### src/rtl/cacheline_adapter_if.sv
// cacheline_adapter_if: cache-side line port (dfp_*) and banked-memory burst port (bmem_*)
interface cacheline_adapter_if #(
    parameter int BEAT_W = 64,
    parameter int LINE_W = 256
);
    logic [31:0]       dfp_addr;
    logic              dfp_read;
    logic              dfp_write;
    logic [LINE_W-1:0] dfp_wdata;
    logic [LINE_W-1:0] dfp_rdata;
    logic              dfp_resp;
    logic [31:0]       bmem_addr;
    logic              bmem_read;
    logic              bmem_write;
    logic [BEAT_W-1:0] bmem_wdata;
    logic              bmem_ready;
    logic [31:0]       bmem_raddr;
    logic [BEAT_W-1:0] bmem_rdata;
    logic              bmem_rvalid;

    modport slave (
        input  dfp_addr, dfp_read, dfp_write, dfp_wdata,
        output dfp_rdata, dfp_resp,
        output bmem_addr, bmem_read, bmem_write, bmem_wdata,
        input  bmem_ready, bmem_raddr, bmem_rdata, bmem_rvalid
    );

    modport master (
        output dfp_addr, dfp_read, dfp_write, dfp_wdata,
        input  dfp_rdata, dfp_resp,
        input  bmem_addr, bmem_read, bmem_write, bmem_wdata,
        output bmem_ready, bmem_raddr, bmem_rdata, bmem_rvalid
    );
endinterface

### src/rtl/cacheline_adapter.sv
// cacheline_adapter: turns 256-bit line reads/writes into 4-beat 64-bit bmem bursts; ADAPTER_POSTED_WRITE_EN acknowledges writes on the first beat
module cacheline_adapter #(
    parameter int BEAT_W = 64,
    parameter int BEATS  = 4,
    parameter int LINE_W = 256
) (
    input  logic                clk,
    input  logic                rst_n,
    cacheline_adapter_if.slave  bus
);
    localparam int CW = $clog2(BEATS);

    typedef enum logic [2:0] {IDLE, RD_REQ, RD_DATA, WR_BURST, RESP} state_t;

    state_t            state, state_n;
    logic [CW-1:0]     cnt;
    logic [26:0]       addr_q;
    logic [LINE_W-1:0] wdata_q;
    logic [LINE_W-1:0] rdata_q;
    logic              last;
    logic              hit;
    logic              unused_low_bits;

    assign last            = cnt == CW'(BEATS - 1);
    assign hit             = bus.bmem_rvalid && bus.bmem_raddr[31:5] == addr_q;
    assign bus.dfp_rdata   = rdata_q;
    assign unused_low_bits = ^{bus.dfp_addr[4:0], bus.bmem_raddr[4:0]};

`ifdef ADAPTER_POSTED_WRITE_EN
    logic wr_first;

    // marks the opening cycle of a write burst so the early acknowledge fires once
    always_ff @(posedge clk or negedge rst_n)
        if (!rst_n) wr_first <= 1'b0;
        else        wr_first <= state == IDLE && state_n == WR_BURST;
`endif

    // state register
    always_ff @(posedge clk or negedge rst_n)
        if (!rst_n) state <= IDLE;
        else        state <= state_n;

    // next state and bus outputs; address/data only driven while a burst is active
    always_comb begin
        state_n         = state;
        bus.dfp_resp    = 1'b0;
        bus.bmem_read   = 1'b0;
        bus.bmem_write  = 1'b0;
        bus.bmem_addr   = '0;
        bus.bmem_wdata  = '0;
        case (state)
            IDLE:     state_n = bus.dfp_read ? RD_REQ : bus.dfp_write ? WR_BURST : IDLE;
            RD_REQ: begin
                bus.bmem_read = 1'b1;
                bus.bmem_addr = {addr_q, 5'b0};
                state_n       = bus.bmem_ready ? RD_DATA : RD_REQ;
            end
            RD_DATA:  state_n = hit && last ? RESP : RD_DATA;
            WR_BURST: begin
                bus.bmem_write = 1'b1;
                bus.bmem_addr  = {addr_q, 5'b0};
                bus.bmem_wdata = wdata_q[BEAT_W*int'(cnt) +: BEAT_W];
`ifdef ADAPTER_POSTED_WRITE_EN
                bus.dfp_resp   = wr_first;
                state_n        = bus.bmem_ready && last ? IDLE : WR_BURST;
`else
                state_n        = bus.bmem_ready && last ? RESP : WR_BURST;
`endif
            end
            RESP: begin
                bus.dfp_resp = 1'b1;
                state_n      = IDLE;
            end
            default:  state_n = IDLE;
        endcase
    end

    // request capture, beat counter and read-line assembly
    always_ff @(posedge clk or negedge rst_n)
        if (!rst_n) begin
            cnt     <= '0;
            addr_q  <= '0;
            wdata_q <= '0;
            rdata_q <= '0;
        end else begin
            if (state == IDLE && (bus.dfp_read || bus.dfp_write)) begin
                addr_q  <= bus.dfp_addr[31:5];
                wdata_q <= bus.dfp_wdata;
            end
            if (state == RD_REQ) cnt <= '0;
            if (state == RD_DATA && hit) begin
                rdata_q[BEAT_W*int'(cnt) +: BEAT_W] <= bus.bmem_rdata;
                cnt <= cnt + CW'(1);
            end
            if (state == WR_BURST && bus.bmem_ready) cnt <= cnt + CW'(1);
        end
endmodule

### src/flat_wrapper.sv
// flat-port wrapper written by rule: the top's interface ports become plain ports
module cacheline_adapter_flat 
#(
    parameter int BEAT_W = 64,
    parameter int BEATS  = 4,
    parameter int LINE_W = 256
)
  (clk, rst_n, bus_dfp_addr, bus_dfp_read, bus_dfp_write, bus_dfp_wdata, bus_dfp_rdata, bus_dfp_resp, bus_bmem_addr, bus_bmem_read, bus_bmem_write, bus_bmem_wdata, bus_bmem_ready, bus_bmem_raddr, bus_bmem_rdata, bus_bmem_rvalid);
  cacheline_adapter_if #(.BEAT_W(BEAT_W), .LINE_W(LINE_W)) bus_i ();
  input  logic clk;
  input  logic rst_n;
  input wire logic [$bits(bus_i.dfp_addr)-1:0] bus_dfp_addr;
  input wire logic [$bits(bus_i.dfp_read)-1:0] bus_dfp_read;
  input wire logic [$bits(bus_i.dfp_write)-1:0] bus_dfp_write;
  input wire logic [$bits(bus_i.dfp_wdata)-1:0] bus_dfp_wdata;
  output wire logic [$bits(bus_i.dfp_rdata)-1:0] bus_dfp_rdata;
  output wire logic [$bits(bus_i.dfp_resp)-1:0] bus_dfp_resp;
  output wire logic [$bits(bus_i.bmem_addr)-1:0] bus_bmem_addr;
  output wire logic [$bits(bus_i.bmem_read)-1:0] bus_bmem_read;
  output wire logic [$bits(bus_i.bmem_write)-1:0] bus_bmem_write;
  output wire logic [$bits(bus_i.bmem_wdata)-1:0] bus_bmem_wdata;
  input wire logic [$bits(bus_i.bmem_ready)-1:0] bus_bmem_ready;
  input wire logic [$bits(bus_i.bmem_raddr)-1:0] bus_bmem_raddr;
  input wire logic [$bits(bus_i.bmem_rdata)-1:0] bus_bmem_rdata;
  input wire logic [$bits(bus_i.bmem_rvalid)-1:0] bus_bmem_rvalid;
  assign bus_i.dfp_addr = bus_dfp_addr;
  assign bus_i.dfp_read = bus_dfp_read;
  assign bus_i.dfp_write = bus_dfp_write;
  assign bus_i.dfp_wdata = bus_dfp_wdata;
  assign bus_dfp_rdata = bus_i.dfp_rdata;
  assign bus_dfp_resp = bus_i.dfp_resp;
  assign bus_bmem_addr = bus_i.bmem_addr;
  assign bus_bmem_read = bus_i.bmem_read;
  assign bus_bmem_write = bus_i.bmem_write;
  assign bus_bmem_wdata = bus_i.bmem_wdata;
  assign bus_i.bmem_ready = bus_bmem_ready;
  assign bus_i.bmem_raddr = bus_bmem_raddr;
  assign bus_i.bmem_rdata = bus_bmem_rdata;
  assign bus_i.bmem_rvalid = bus_bmem_rvalid;
  cacheline_adapter #(.BEAT_W(BEAT_W), .BEATS(BEATS), .LINE_W(LINE_W)) u_core (.clk(clk), .rst_n(rst_n), .bus(bus_i));
endmodule
### config.mk
export PLATFORM = sky130hd
export DESIGN_NAME = cacheline_adapter_flat
export DESIGN_NICKNAME = d
export VERILOG_FILES = /design/src/rtl/cacheline_adapter_if.sv /design/src/rtl/cacheline_adapter.sv /design/src/flat_wrapper.sv
export SDC_FILE = /design/constraint.sdc
export NUM_CORES = 1
export LEC_CHECK = 0
export CAP_MARGIN = 20
export CORE_AREA = 2 2 294 296
export CTS_CLUSTER_DIAMETER = 80
export DETAILED_ROUTE_END_ITERATION = 8
export DIE_AREA = 0 0 296 298
export GPL_TIMING_DRIVEN = 0
export REMOVE_ABC_BUFFERS = 1
export SLEW_MARGIN = 10
export SYNTH_ARGS = -nofsm -noshare
export SYNTH_HDL_FRONTEND = slang
export SYNTH_SLANG_ARGS = --single-unit
### constraint.sdc
create_clock -name clk -period 4 [get_ports clk]
set_input_delay 0.8 -clock clk [delete_from_list [all_inputs] [get_ports clk]]
set_output_delay 0.8 -clock clk [all_outputs]
set_load 0.005 [all_outputs]
==> metrics.txt, run 1 <==
run status=finished, final reports clean; unrepaired setup endpoints after global routing=false; cell area power density=614 nW/µm²; number of optimization iterations in the first detailed-route pass=4; Fmax=262 MHz; Critical Path Slowest Stage Cell=nand3_4; count of state elements after synthesis=approximately 540; Final GP Congestion=0.790; via count=17.9k; average size of a mapped cell=between 10 and 15 µm²; first-pass GRT wire length=118000 µm; starting DRC count in detailed routing=951; arrival time at the worst endpoint=about 4300 ps; leading cell types by total area after synthesis=dfrtp_1 (58%), mux2_2 (14%), nand2_1 (8.3%); # DRC=0; prevailing post-synth register cell=dfrtp_1; type of the worst setup path=in2reg; depth of the worst register-to-register path=6; global-route total usage across every layer=17.5%; clock slew seen by the registers of the worst setup and hold paths=60 ps; Die Outline Area=88200 µm²; Pleak=between 10 and 15 nW; TritonCTS Buffers=66; number of enable-type register cells in the synthesized netlist=0; CP top delay family=simple AND/OR/NAND/NOR gates; relative slew slack=between 30% and 40%; count of nets after finishing=roughly 3.1k; reg2reg start=u_core.addr_q[20]; top-level port count=745; number of vias per cell after detailed routing=4.57; number of warnings reported in the yosys synthesis log=0; required time at the worst-slack endpoint=4480 ps; root buf cell=clkbuf_16; layout cells sized above 1=between 10% and 20%; portion of synthesized cell area occupied by the leading cell type=58.4%; number of setup violations in the final report=0; largest net degree at the start of global routing=around 100; Max Clock Skew=35.0 ps; number of standard cells after synthesis=roughly 2.0k; Max rail drop VDD=roughly 0.32 mV; startpoint type of the worst setup path=primary input; input/output buffers=roughly 730; Die X-Extent=296 µm; CP bufs+invs=1; crit share post-route=a little over nine tenths; clock tree from TritonCTS=done; Async S/R FF share, synth=between 90% and 100%; Num Clock Sinks=between 500 and 600; max-cap violation count=0; synthesis-to-finish area growth=48.9%; post-detailed-placement half-perimeter wirelength=55700 µm; vias in the first global route=around 18k; initial standard-cell utilization of the core=27.5%; cell row count=~110; cell taking the most area after synthesis=dfrtp_1; Slowest Stage Delay on Critical Path=730 ps; cell count after placement=about 3.8k; number of antenna violations at the first check in global routing=17; pin slew with the least headroom to its limit=1020 ps; sequential area share after synthesis=58.4%; y dimension of the die=298 µm; CTS HTree Levels=3; class of the worst hold path=in2async; worst-path cell chain=clkdlybuf4s50_1, xor2_1, a2111o_1, nor4_4, and4_1, nand3_4, o21ai_0; non-filler instance count after layout=3914; minimum clock period after layout=3820 ps; Worst R2R End=u_core.bus.dfp_rdata[146]; Std-Cell Core Area=84900 µm²; post-synthesis cell type count=43; global-route congestion overflow total=0; later-pin clock latency in the skew report=around 620 ps; Clock Path Buffers=3; Mapped Area=23300 µm²; total power of the final layout=21.3 mW; final routed wire length divided by cell count=20.2 µm; Pins Over Slew Limit=0; setup slack of the most critical reg-to-reg path=roughly 390 ps; post-detailed-routing wire length=79000 µm; Worst Setup End Kind=register; post-route ant nets=0; final number of hold-violating endpoints=0; CP max FO=64
-- per-layer routing --
layer,track usage (%),share of wire [%]
met1,20.8,39
met2,28.4,47
met3,7.63,11
met4,5.07,2.5
met5,0,0.11
-- area by class of cell --
class / count / area [µm²]
fill: 8161 / 50100
sequential: 544 / 13600
multi-input combinational: 1302 / 9210
timing repair buffer: 793 / 8190
clock buffer: 99 / 1970
tap: 1144 / 1430
clock inverter: 16 / 256
inverter: 11 / 41.3
antenna: 5 / 12.5
-- flip-flops by register name (all words and copies together) (netlist names) --
signal and flops:
u_core.bus.dfp_rdata 256, u_core.cnt 2, u_core.state 3, u_core.addr_q 27, u_core.wdata_q 256
-- power breakdown --
part / leakage (nW) / internal [mW] / total, mW / switching, mW
clock: 1.09 / 3.64 / 6.14 / 2.50
combinational: 5.85 / 4.41 / 7.27 / 2.85
sequential: 6.97 / 7.03 / 7.91 / 0.880
-- cell usage after synthesis, types with 2 or more instances --
cell type	number
dfrtp_1	544
nand2_1	516
mux2_2	280
o21ai_0	242
clkbuf_1	116
and2_1	88
mux4_2	64
o21ai_1	21
inv_1	11
buf_2	10
nand2b_1	10
nor2_1	10
xnor2_1	8
xor2_1	8
and3_1	6
buf_4	5
ha_1	5
nand3_4	4
nand4_2	4
nor2b_1	4
nor3_1	3
a211oi_1	2
a21oi_1	2
and4_1	2
buf_1	2
clkbuf_2	2
mux2i_1	2
nand4_1	2
o2111ai_1	2
-- through the flow --
step / cell area, µm² / worst slack, ps / utilization [%] / hold slack, ps / TNS, ps
after floorplan: 22800 / -13750 / - / 473 / -4586930
after global placement: 31500 / -23940 / 37.1 / 460 / -
after detailed placement: 32500 / -483 / 38.3 / 469 / -99440
after CTS: 34700 / 57.6 / 40.9 / 238 / 0
after global routing: 34700 / 25.8 / 40.9 / 271 / 0
final: 34700 / 179 / 40.9 / 230 / 0
-- repair_timing --
item                                    CTS  global route
endpoints found under the setup margin    0             7
setup buffers                             0             3
resized for setup                         0             2
hold buffers                              0             0
-- cells by family (layout without fill, tap and decap cells) --
logic type,Yosys count,in the layout,synth area share (%)
compound gates,276,276,6.11
xor+xnor,16,16,0.601
fa+ha+maj,5,5,0.268
buf+inv,147,919,2.54
flops,544,544,58.4
mux,346,346,19.8
other cells,1,10,0.0161
simple gates,654,654,12.3
-- cell usage in the layout (no fill, tap or decap), drive strengths merged, types with 18 or more instances in the layout --
cell type / Yosys / layout
clkbuf: 118 / 99
buf: 18 / 65
dfrtp: 544 / 544
mux4: 64 / 64
o21ai: 263 / 263
inv: 11 / 18
and2: 88 / 88
clkdlybuf4s50: 0 / 728
nand2: 516 / 516
mux2: 280 / 280
-- worst max path at each step --
stage                             startpoint  cells past startpoint                         to
after floorplan                 bus_dfp_read                      3           u_core.addr_q[0]
after global placement                 rst_n                      1          u_core.wdata_q[6]
after detailed placement  bus_bmem_raddr[25]                      7  u_core.bus.dfp_rdata[142]
after CTS                    u_core.state[2]                      6         bus_bmem_wdata[54]
after global routing      bus_bmem_raddr[25]                      7  u_core.bus.dfp_rdata[216]
final                     bus_bmem_raddr[25]                      7  u_core.bus.dfp_rdata[146]
-- worst register-to-register path: cells and delay by family (launching register included) --
kind | cells | cell delay (ps)
simple gates | 3 | 1880
compound gates | 2 | 1050
flops | 1 | 400
xor+xnor | 1 | 170
Power figures use the tool's default switching activity.
==> inputs of run 2 (changes only) <==
--- a/config.mk
+++ b/config.mk
@@ -5,13 +5,13 @@
 export SDC_FILE = /design/constraint.sdc
 export NUM_CORES = 1
 export LEC_CHECK = 0
+export ABC_CLOCK_PERIOD_IN_PS = 4000
 export CAP_MARGIN = 20
 export CORE_AREA = 2 2 294 296
 export CTS_CLUSTER_DIAMETER = 80
 export DETAILED_ROUTE_END_ITERATION = 8
 export DIE_AREA = 0 0 296 298
 export GPL_TIMING_DRIVEN = 0
-export REMOVE_ABC_BUFFERS = 1
 export SLEW_MARGIN = 10
 export SYNTH_ARGS = -nofsm -noshare
 export SYNTH_HDL_FRONTEND = slang
==> metrics.txt, run 2 (same netlist as run 1, synthesis figures left out) <==
vias in the first global route=19.4k (+4.8%); post-route ant nets=0 (unchanged); cell row count=107 (unchanged); type of the worst setup path=reg2out; arrival time at the worst endpoint=3020 ps (-1280 ps); minimum clock period after layout=3820 ps (+3.30 ps); y dimension of the die=298 µm (unchanged); global-route total usage across every layer=19.8% (+2.3 points); clock tree from TritonCTS=done; synthesis-to-finish area growth=48.2%; via count=18.4k (+2.8%); number of setup violations in the final report=0 (unchanged); cell area power density=620 nW/µm² (+1.0%); Die X-Extent=296 µm (unchanged); largest net degree at the start of global routing=108 (+4.9%); Max rail drop VDD=0.391 mV (+21%); post-detailed-routing wire length=88900 µm (+12%); Final GP Congestion=0.851 (+7.8%); Max Clock Skew=23.6 ps (-11.4 ps); final routed wire length divided by cell count=22.2 µm (+10%); final number of hold-violating endpoints=0 (unchanged); highest-count cells in the layout ignoring fill and taps=clkdlybuf4s50_1 (728), dfrtp_1 (544), nand2_1 (516), mux2_2 (280), o21ai_0 (242); cell count after placement=3876 (+2.2%); layout cells sized above 1=17.9% (-1.2 points); CTS hold repair buffers=0 (unchanged); Clock Path Buffers=3 (unchanged); startpoint type of the worst setup path=register; input/output buffers=729 (unchanged); non-filler instance count after layout=3999 (+2.2%); later-pin clock latency in the skew report=590 ps (-30 ps); fin area=34600 µm² (-0.44%); Num Clock Sinks=544 (unchanged); number of optimization iterations in the first detailed-route pass=5 (+1); clock slew seen by the registers of the worst setup and hold paths=60 ps (about the same); first-pass GRT wire length=129000 µm (+9.2%); Core Util, Final=40.7% (-0.18 points); CTS HTree Levels=3 (unchanged); class of the worst hold path=in2async; CP max FO=10 (-84%); most frequent standard cell in the layout excluding fill and tap cells=clkdlybuf4s50_1; root buf cell=clkbuf_16; Fillers=8312 (+1.9%); unrepaired setup endpoints after global routing=false; global-route congestion overflow total=0 (unchanged); total power of the final layout=21.4 mW (+0.57%); max-cap violation count=0 (unchanged); initial standard-cell utilization of the core=27.5% (unchanged); number of vias per cell after detailed routing=4.59 (+0.61%); Pleak=13.8 nW (-0.73%); Std-Cell Core Area=84900 µm² (unchanged); pin slew with the least headroom to its limit=936 ps (-79.2 ps); TritonCTS Buffers=68 (+3.0%); Worst Setup End Kind=output pin; depth of the worst register-to-register path=10 (+4); number of antenna violations at the first check in global routing=15 (-2); final sum of negative setup slack=0 ps (unchanged); relative slew slack=37.6% (+5.3 points); area after detailed placement=32300 µm² (-0.56%); run status=finished, final reports clean; count of nets after finishing=3196 (+2.7%); Die Outline Area=88200 µm² (unchanged); Pins Over Slew Limit=0 (unchanged); # DRC=0 (unchanged); Fmax=262 MHz (about the same); crit share post-route=95.6% (about the same); required time at the worst-slack endpoint=3200 ps (-1280 ps); starting DRC count in detailed routing=912 (-4.1%); top-level port count=745 (unchanged); number of setup buffers added after CTS=0 (unchanged); post-detailed-placement half-perimeter wirelength=67700 µm (+21%)
run 2: cell count changes in the layout (fill, tap and decap cells not counted), sizes merged:
cell	delta
clkbuf	+112
buf	-35
clkinv	+4
diode	+4
bufinv	+1
inv	-1
run 2: path summary, 6_finish.rpt:
kind,start,end,slack [ps]
max,u_core.cnt[1],bus_bmem_wdata[47],180
max in group asynchronous,rst_n,u_core.bus.dfp_rdata[57],2010
min in group clk,u_core.bus.dfp_rdata[35],u_core.bus.dfp_rdata[35],480
min,rst_n,u_core.wdata_q[109],200
min reg2reg,u_core.bus.dfp_rdata[35],u_core.bus.dfp_rdata[35],480
max reg2reg,u_core.cnt[1],u_core.bus.dfp_rdata[122],360
run 2: per-stage QoR:
step / hold WS (ps) / setup slack (ps)
6_report: 202 / 176
5_1_grt: 235 / 20.5
4_1_cts: 202 / 12.3
3_5_place_dp: 469 / -365
3_3_place_gp: 460 / -23490
2_1_floorplan: 473 / 1220
run 2: metal layers:
layer | track usage [%] | vias to the layer above | part of all wire, %
li1 | - | 8403 | -
met1 | 23.2 | 9146 | 39
met2 | 33.4 | 661 | 48
met3 | 7.21 | 151 | 9.3
met4 | 6.70 | 12 | 3.1
met5 | 0 | - | 0.088
run 2: final cells by class:
cell class	count	area, µm²	share of cell area, %
clock inverter	20	248	0.716
buffer	135	591	1.71
timing repair buffer	739	7490	21.7
sequential	544	13600	39.4
antenna	9	22.5	0.0651
tap	1144	1430	4.14
inverter	11	41.3	0.119
clock buffer	95	1970	5.71
multi-input combinational	1302	9170	26.5
run 2: critical path: stages (launching register included):
cell and delay, ps:
dfrtp_1 520, clkbuf_2 430, clkbuf_2 430, mux4_2 360, and2_1 170, clkdlybuf4s50_1 520
run 2: timing repair:
item                                    in CTS  in global routing
gates cloned                                 0                  0
endpoints found under the setup margin     236                  7
gates resized for setup                     27                  3
run 2: power breakdown:
part,switching (mW),internal [mW]
clock,2.47,3.71
sequential,0.882,7.02
combinational,3.19,4.16
